===== config.mk =====
export PLATFORM = sky130hd
export DESIGN_NAME = mux16
export DESIGN_NICKNAME = d
export VERILOG_FILES = /design/src/rtl/mux16.sv
export SDC_FILE = /design/constraint.sdc
export NUM_CORES = 1
export LEC_CHECK = 0
export CAP_MARGIN = 20
export CORE_UTILIZATION = 36
export DETAILED_ROUTE_END_ITERATION = 10
export PLACE_DENSITY_LB_ADDON = 0.1
export SYNTH_ARGS = -nofsm -noshare
export SYNTH_HDL_FRONTEND = slang
export SYNTH_SLANG_ARGS = --single-unit

===== constraint.sdc =====
create_clock -name clk -period 3.23 [get_ports clk]
set_input_delay 0.646 -clock clk [delete_from_list [all_inputs] [get_ports clk]]
set_output_delay 0.646 -clock clk [all_outputs]
set_load 0.02 [all_outputs]

===== src/rtl/mux16.sv =====
// Two-input data mux with a combinational output and a
// one-deep valid/ready output register that captures the mux result.
module mux16 #(
    parameter int WIDTH = 16
) (
    input  logic             clk,
    input  logic             reset,
    input  logic [WIDTH-1:0] d1,
    input  logic [WIDTH-1:0] d0,
    input  logic             sel,
    output logic [WIDTH-1:0] out,
    input  logic             in_valid,
    input  logic             out_ready,
    output logic [WIDTH-1:0] out_q,
    output logic             out_valid,
    output logic             in_ready
);

    logic capture;

    // Plain ternary: an unknown sel merges d0/d1 bitwise in simulation.
    always_comb begin
        out = sel ? d1 : d0;
    end

    // Slot is free when empty or being drained this cycle.
    always_comb begin
        in_ready = !out_valid || out_ready;
        capture  = in_valid && in_ready;
    end

    // Output register: reset wins, then capture, then drain.
    always_ff @(posedge clk) begin
        if (reset) begin
            out_q     <= '0;
            out_valid <= 1'b0;
        end else if (capture) begin
            out_q     <= out;
            out_valid <= 1'b1;
        end else if (out_ready) begin
            out_valid <= 1'b0;
        end
    end

endmodule


**After elaboration in Yosys (flattened, before gate mapping)**

Index checks and enable logic that the tools add are counted.

- Add/subtract/negate cells: 0
- Multiply operators: 0
- Div/mod/pow operators: 0
- $lt $le $gt $ge: 0
- Eq/ne operators: 0
- Shift-type cells: 0
- Mux-type cells: 3
- Bitwise gates (word level): 0
- Reduce and logical (&&, ||, !) cells: 4

Operators by type and width:

| cell | number |
|---|---|
| 16-bit 2-to-1 mux | 1 |
| 1-bit 2-to-1 mux | 2 |
| 2-bit nonzero test | 1 |
| 1-bit logical AND | 1 |
| 1-bit logical NOT | 1 |
| 1-bit logical OR | 1 |

- Register bits: 17
- Bits in latches: 0
- Bits in writable memories: 0
- Memory bits (read-only): 0
- Input port bits: 37
- Output and inout bits: 34
- Word-level logic and storage cells: 9
- Memories kept: 0

**Longest topological paths before layout**

Gate-level depths: netlist of run 1.

- Word-level depth: 4
- Depth in mapped cells: 5

**Worst setup path after synthesis of run 1**

No wires, ideal clock.

- Path type: input -> output
- From: input port sel
- To: output port out[0]
- Arrival: 1.254 ns
- Data required time: 2.584 ns
- Slack: 1.330 ns
- Stages on the path: 3
- Path through: buf_6 buf_6 mux2_4

- Word-level cells in the longest chain between the ends: 1

RTL lines:

| item | RTL line | RTL |
|---|---|---|
| start, declared | 10 | `input logic sel,` |
| 16-bit 2-to-1 mux | 23 | `out = sel ? d1 : d0;` |
| end, declared | 11 | `output logic [WIDTH-1:0] out,` |

Every way passes these cells.

**Final worst setup path of run 1**

- From: input port sel
- To: output port out[9]

Same word-level chain as after synthesis.

==> results of run 1 <==
==> sequential cells by signal (all words and copies together) (netlist names) <==
signal	cells
out_q	16
out_valid	1
==> layout by cell type (no fill, tap or decap) <==
cell                              instances
sky130_fd_sc_hd__clkdlybuf4s50_1         70
sky130_fd_sc_hd__a21oi_1                 17
sky130_fd_sc_hd__dfxtp_1                 17
sky130_fd_sc_hd__nor3_1                  16
sky130_fd_sc_hd__mux2_4                  10
sky130_fd_sc_hd__nor3b_2                 10
sky130_fd_sc_hd__mux2_2                   6
sky130_fd_sc_hd__nor3b_1                  6
sky130_fd_sc_hd__clkbuf_4                 3
sky130_fd_sc_hd__buf_4                    2
sky130_fd_sc_hd__nand2b_1                 1
sky130_fd_sc_hd__inv_2                    1
sky130_fd_sc_hd__clkinv_2                 1
sky130_fd_sc_hd__buf_12                   1
==> synthesized netlist by cell type (2+ instances only) <==
cell type | instances | area share [%]
sky130_fd_sc_hd__mux2_4 | 10 | 16
sky130_fd_sc_hd__nor3b_2 | 10 | 13
sky130_fd_sc_hd__clkbuf_1 | 4 | 1.6
sky130_fd_sc_hd__nor3_1 | 16 | 8.3
sky130_fd_sc_hd__dfxtp_1 | 17 | 35
sky130_fd_sc_hd__a21oi_1 | 17 | 8.9
sky130_fd_sc_hd__buf_2 | 3 | 1.6
sky130_fd_sc_hd__mux2_2 | 6 | 7.0
sky130_fd_sc_hd__buf_6 | 2 | 2.3
sky130_fd_sc_hd__nor3b_1 | 6 | 4.7
==> layer usage <==
metal / up-vias / global-route usage [%] / share of wire [%]
met4: 0 / 6.58 / 0.69
met5: - / 0 / 0
met3: 2 / 3.67 / 6.2
met1: 454 / 17.8 / 40
li1: 471 / - / -
met2: 42 / 37.3 / 53
==> area by class of cell <==
type / instances / area share (%)
clock inverter: 1 / 0.294
multi-input combinational: 66 / 32.8
tap: 30 / 2.20
clock buffer: 3 / 1.32
timing repair buffer: 73 / 43.2
inverter: 1 / 0.220
sequential: 17 / 20.0
==> critical path, stage by stage <==
cell,delay (ns)
sky130_fd_sc_hd__clkdlybuf4s50_1,0.51
sky130_fd_sc_hd__buf_12,0.18
sky130_fd_sc_hd__mux2_2,0.36
sky130_fd_sc_hd__clkdlybuf4s50_1,0.54
==> through the flow <==
| stage | instance area [sq um] | std cells | total power, mW | setup WS, ns |
|---|---|---|---|---|
| 3_5_place_dp | 1680 | 187 | 0.480 | 0.339 |
| 3_3_place_gp | 1680 | 187 | 0.476 | 0.355 |
| 4_1_cts | 1700 | 191 | 0.597 | 0.333 |
| 6_report | 1700 | 191 | 0.590 | 0.350 |
| 5_1_grt | 1700 | 191 | 0.619 | 0.309 |
| 2_1_floorplan | 960 | 94 | 0.361 | 1.33 |
==> where the power goes <==
part / leakage (nW) / internal (mW) / switching, mW
registers: 0.141 / 0.227 / 0.00853
logic: 0.490 / 0.136 / 0.102
clock network: 0.0177 / 0.0461 / 0.0699
==> kinds of logic (layout without fill, tap and decap cells) <==
| group | after synthesis | after routing | share of synthesized area [%] |
|---|---|---|---|
| compound gates | 17 | 17 | 8.87 |
| buf+inv | 11 | 78 | 6.26 |
| simple gates | 33 | 33 | 26.7 |
| flops | 17 | 17 | 35.5 |
| mux | 16 | 16 | 22.7 |
==> path summary, 6_finish.rpt <==
path,slack [ns],startpoint,endpoint
setup / recovery,0.35,sel,out[9]
hold / removal,0.52,out_q[1],out_q[1]
setup reg to reg,2.05,out_valid,out_q[4]
hold reg to reg,0.52,out_q[1],out_q[1]
==> out/metrics.csv, run 1 <==
metric,value,unit
syn-cell-area,960,sq um
grt_pass1_wl,3790,um
initial_core_util,38.4,%
period_minus_slack,2.88,ns
max_cap_violations,0,
timing.final.crit_share,89.2,%
leakagePower,0.649,nW
clk_latency,0.29,ns
multiInputGateArea,559,sq um
dominant_register_cell_in_the_synthesized_netlist,sky130_fd_sc_hd__dfxtp_1,
hp-class,flop to flop,
largest_net_degree_at_the_start_of_global_routing,34,
std_cell_rows,18,
number_of_sinks_driven_by_the_clock_tree,17,
antenna_cells,0,
yosys_register_bits,17,
whs,0.518,ns
tritoncts,yes,
maxSlewViolCount,0,
postSynthNetCount,131,
ctsResizeCount,0,
arrival,2.23,ns
core_area,2500,sq um
cts_inserted_buffers,3,
floorplan.die_area,2880,sq um
antenna_found_initial,0,
floorplan.die.width,53.6,um
port-buffer-count,70,
fmax,347,MHz
routabilityCongestion,0.646,
cts.root.buffer_cell,sky130_fd_sc_hd__clkbuf_4,
grt_pass1_vias,898,
synth_cell_types,13,
hold_violations,0,
dr.pass1.iters,4,
die-height,53.6,um
timing.critical_path.required,2.58,ns
number_of_buffers_inserted_to_repair_setup_after_cts,0,
drc_errors,0,
setup-violations-final,0,
status,finished clean,
global_route.overflow_total,0,
synth_area_per_cell,10.2,sq um
ir_worst_vdd,0.216,mV
post-dp-hpwl,1870,um
netlist_instances,94,
vias_per_cell,5.07,
critPathKind,input port to primary output,
cellPowerDensity,346,nW/um^2
relSlewSlack,55.5,%
worstRegToRegCells,4,
post_cts_hold_buffer_count,0,
post-route-util,68.2,%
worst_setup_hold_path_clk_slew,0.10,ns
share_of_layout_cells_above_drive_strength_1,21.1,%
crit_path_max_fanout,16,
fin_skew,0.00199,ns
io_pins,71,
layout.nets,199,
cp-start-kind,input port,
clock_tree.buffer_depth,2,
syn_to_final_growth,77.6,%
seq_area,340,sq um
yosys_warning_count,0,
count_of_flip_flops_with_a_built_in_enable_after_synthesis,0,
share_of_async_settable_or_async_resettable_flops_after_synthesis,0,%
yosysSeqAreaShare,35.5,%
worstMarginPinSlew,0.665,ns
number_of_drc_markers_in_iteration_0,14,
globalRouteTotalUtil,18.3,%
clock_tree.htree_level_count,1,
vias,969,
wl_per_cell,13.6,um
drt_wl_total,2600,um
n_fill_cell,200,
setup.worst_path.end_class,primary output,
antenna_violating_nets_post_route,0,
grt_setup_unrepaired,no,
timing.hold.worst_path_depth,2,
totalNegativeSetupSlack,0,ns
(Power assumes the default switching activity.)
==> run 2, diff against run 1 <==
Settings changed: PLACE_DENSITY set to 0.84, PLACE_DENSITY_LB_ADDON 0.1 to unset.
==> out/metrics.csv, run 2 (synthesis gave the netlist of run 1 again) <==
metric,value,unit
number_of_sinks_driven_by_the_clock_tree,17,
layout.cells.most_common_list,"sky130_fd_sc_hd__clkdlybuf4s50_1 (70), sky130_fd_sc_hd__a21oi_1 (17), sky130_fd_sc_hd__dfxtp_1 (17)",
leakagePower,0.641,nW
dr.pass1.iters,4,
finish.instance_area,1700,sq um
placed_cells_incl_taps,186,
fmax,347,MHz
timing.final.crit_share,89.3,%
die-height,53.6,um
arrival,2.24,ns
whs,0.526,ns
fin_skew,0.000909,ns
drt_wl_total,2640,um
largest_net_degree_at_the_start_of_global_routing,34,
global_route.overflow_total,0,
totalNegativeSetupSlack,0,ns
tritoncts,yes,
number_of_buffers_inserted_to_repair_setup_after_cts,0,
floorplan.die.width,53.6,um
status,finished clean,
std_cell_rows,18,
hold_violations,0,
timing.critical_path.required,2.58,ns
cts.root.buffer_cell,sky130_fd_sc_hd__clkbuf_4,
vias_per_cell,5.07,
antenna_found_initial,0,
worstMarginPinSlew,0.619,ns
critPathKind,input port to primary output,
setup-violations-final,0,
period_minus_slack,2.89,ns
share_of_layout_cells_above_drive_strength_1,20.0,%
layout.nets,198,
vias,964,
max_cap_violations,0,
cp-start-kind,input port,
floorplan.die_area,2880,sq um
number_of_drc_markers_in_iteration_0,14,
io_pins,71,
grt_setup_unrepaired,no,
syn_to_final_growth,76.7,%
ir_worst_vdd,0.214,mV
ctsResizeCount,0,
maxSlewViolCount,0,
cts_inserted_buffers,3,
routabilityCongestion,0.765,
core_area,2500,sq um
crit_path_max_fanout,16,
relSlewSlack,58.6,%
setup.worst_path.end_class,primary output,
power,584,uW
placedInstanceArea,1670,sq um
grt_pass1_wl,4150,um
clock_tree.buffer_depth,2,
max_flop_register,out_q,
wl_per_cell,13.9,um
clock_tree.htree_level_count,1,
worst_setup_hold_path_clk_slew,0.09,ns
mostFrequentLayoutCell,sky130_fd_sc_hd__clkdlybuf4s50_1,
hp-class,flop to flop,
cellPowerDensity,344,nW/um^2
antenna_cells,0,
layout.cells.non_filler,190,
post-dp-hpwl,2030,um
clk_latency,0.28,ns
initial_core_util,38.4,%
port-buffer-count,70,
drc_errors,0,
post_cts_hold_buffer_count,0,
n_fill_cell,205,
antenna_violating_nets_post_route,0,
globalRouteTotalUtil,20.3,%
largest_register_ff_count,16,
grt_pass1_vias,904,
largest_registers,"out_q: 16 flops, out_valid: 1 flops",
[run 2: cell count changes in the layout (fill, tap and decap cells not counted)]
| cell | previous run | this run |
|---|---|---|
| sky130_fd_sc_hd__clkinv_2 | 1 | 0 |
| sky130_fd_sc_hd__buf_4 | 2 | 1 |
| sky130_fd_sc_hd__clkbuf_1 | 0 | 1 |
[run 2: final timing paths]
path	from	end	slack [ns]	cells after the start
setup / recovery	sel	out[7]	0.34	4
hold / removal	out_q[10]	out_q[10]	0.53	2
setup reg to reg	out_valid	out_q[9]	2.08	4
hold reg to reg	out_q[10]	out_q[10]	0.53	2
[run 2: layout make-up]
cell class              count  area [sq um]  share of cell area (%)
repair buffers             72           728                    43.0
inverters                   1          3.75                   0.221
multi-input cells          66           559                    33.0
clock buffers               4          26.3                    1.55
flip-flops and latches     17           340                    20.1
well taps                  30          37.5                    2.21
[run 2: layer usage]
metal | GRT usage, % | part of all wire (%) | routed length [um]
met5 | 0 | 0 | 0
met4 | 6.58 | 1.0 | 27
met3 | 5.65 | 7.2 | 189
met2 | 36.5 | 52 | 1360
met1 | 22.9 | 40 | 1060
[run 2: per-stage QoR]
stage                     setup slack, ns  utilization [%]
after floorplan                      1.33                -
after global placement              0.364             66.8
after detailed placement            0.344             66.8
after CTS                           0.340             67.8
after global routing                0.310             67.8
final                               0.345             67.8
[run 2: worst max-delay path, stage by stage]
cell	delay, ns
sky130_fd_sc_hd__clkdlybuf4s50_1	0.51
sky130_fd_sc_hd__buf_12	0.17
sky130_fd_sc_hd__mux2_2	0.36
sky130_fd_sc_hd__clkdlybuf4s50_1	0.54
[run 2: where the power goes]
part / switching, mW / leakage [nW] / total, mW / internal (mW)
Clock: 0.0618 / 0.0150 / 0.110 / 0.0478
Combinational: 0.104 / 0.485 / 0.239 / 0.136
Sequential: 0.00821 / 0.141 / 0.235 / 0.227
Total: 0.174 / 0.641 / 0.584 / 0.410
==> run 3, diff against run 2 <==
Settings changed: ABC_CLOCK_PERIOD_IN_PS set to 3230, SKIP_LAST_GASP set to 1.
==> results of run 3 <==
Final layout, timing and power as in run 2 (identical DEF).
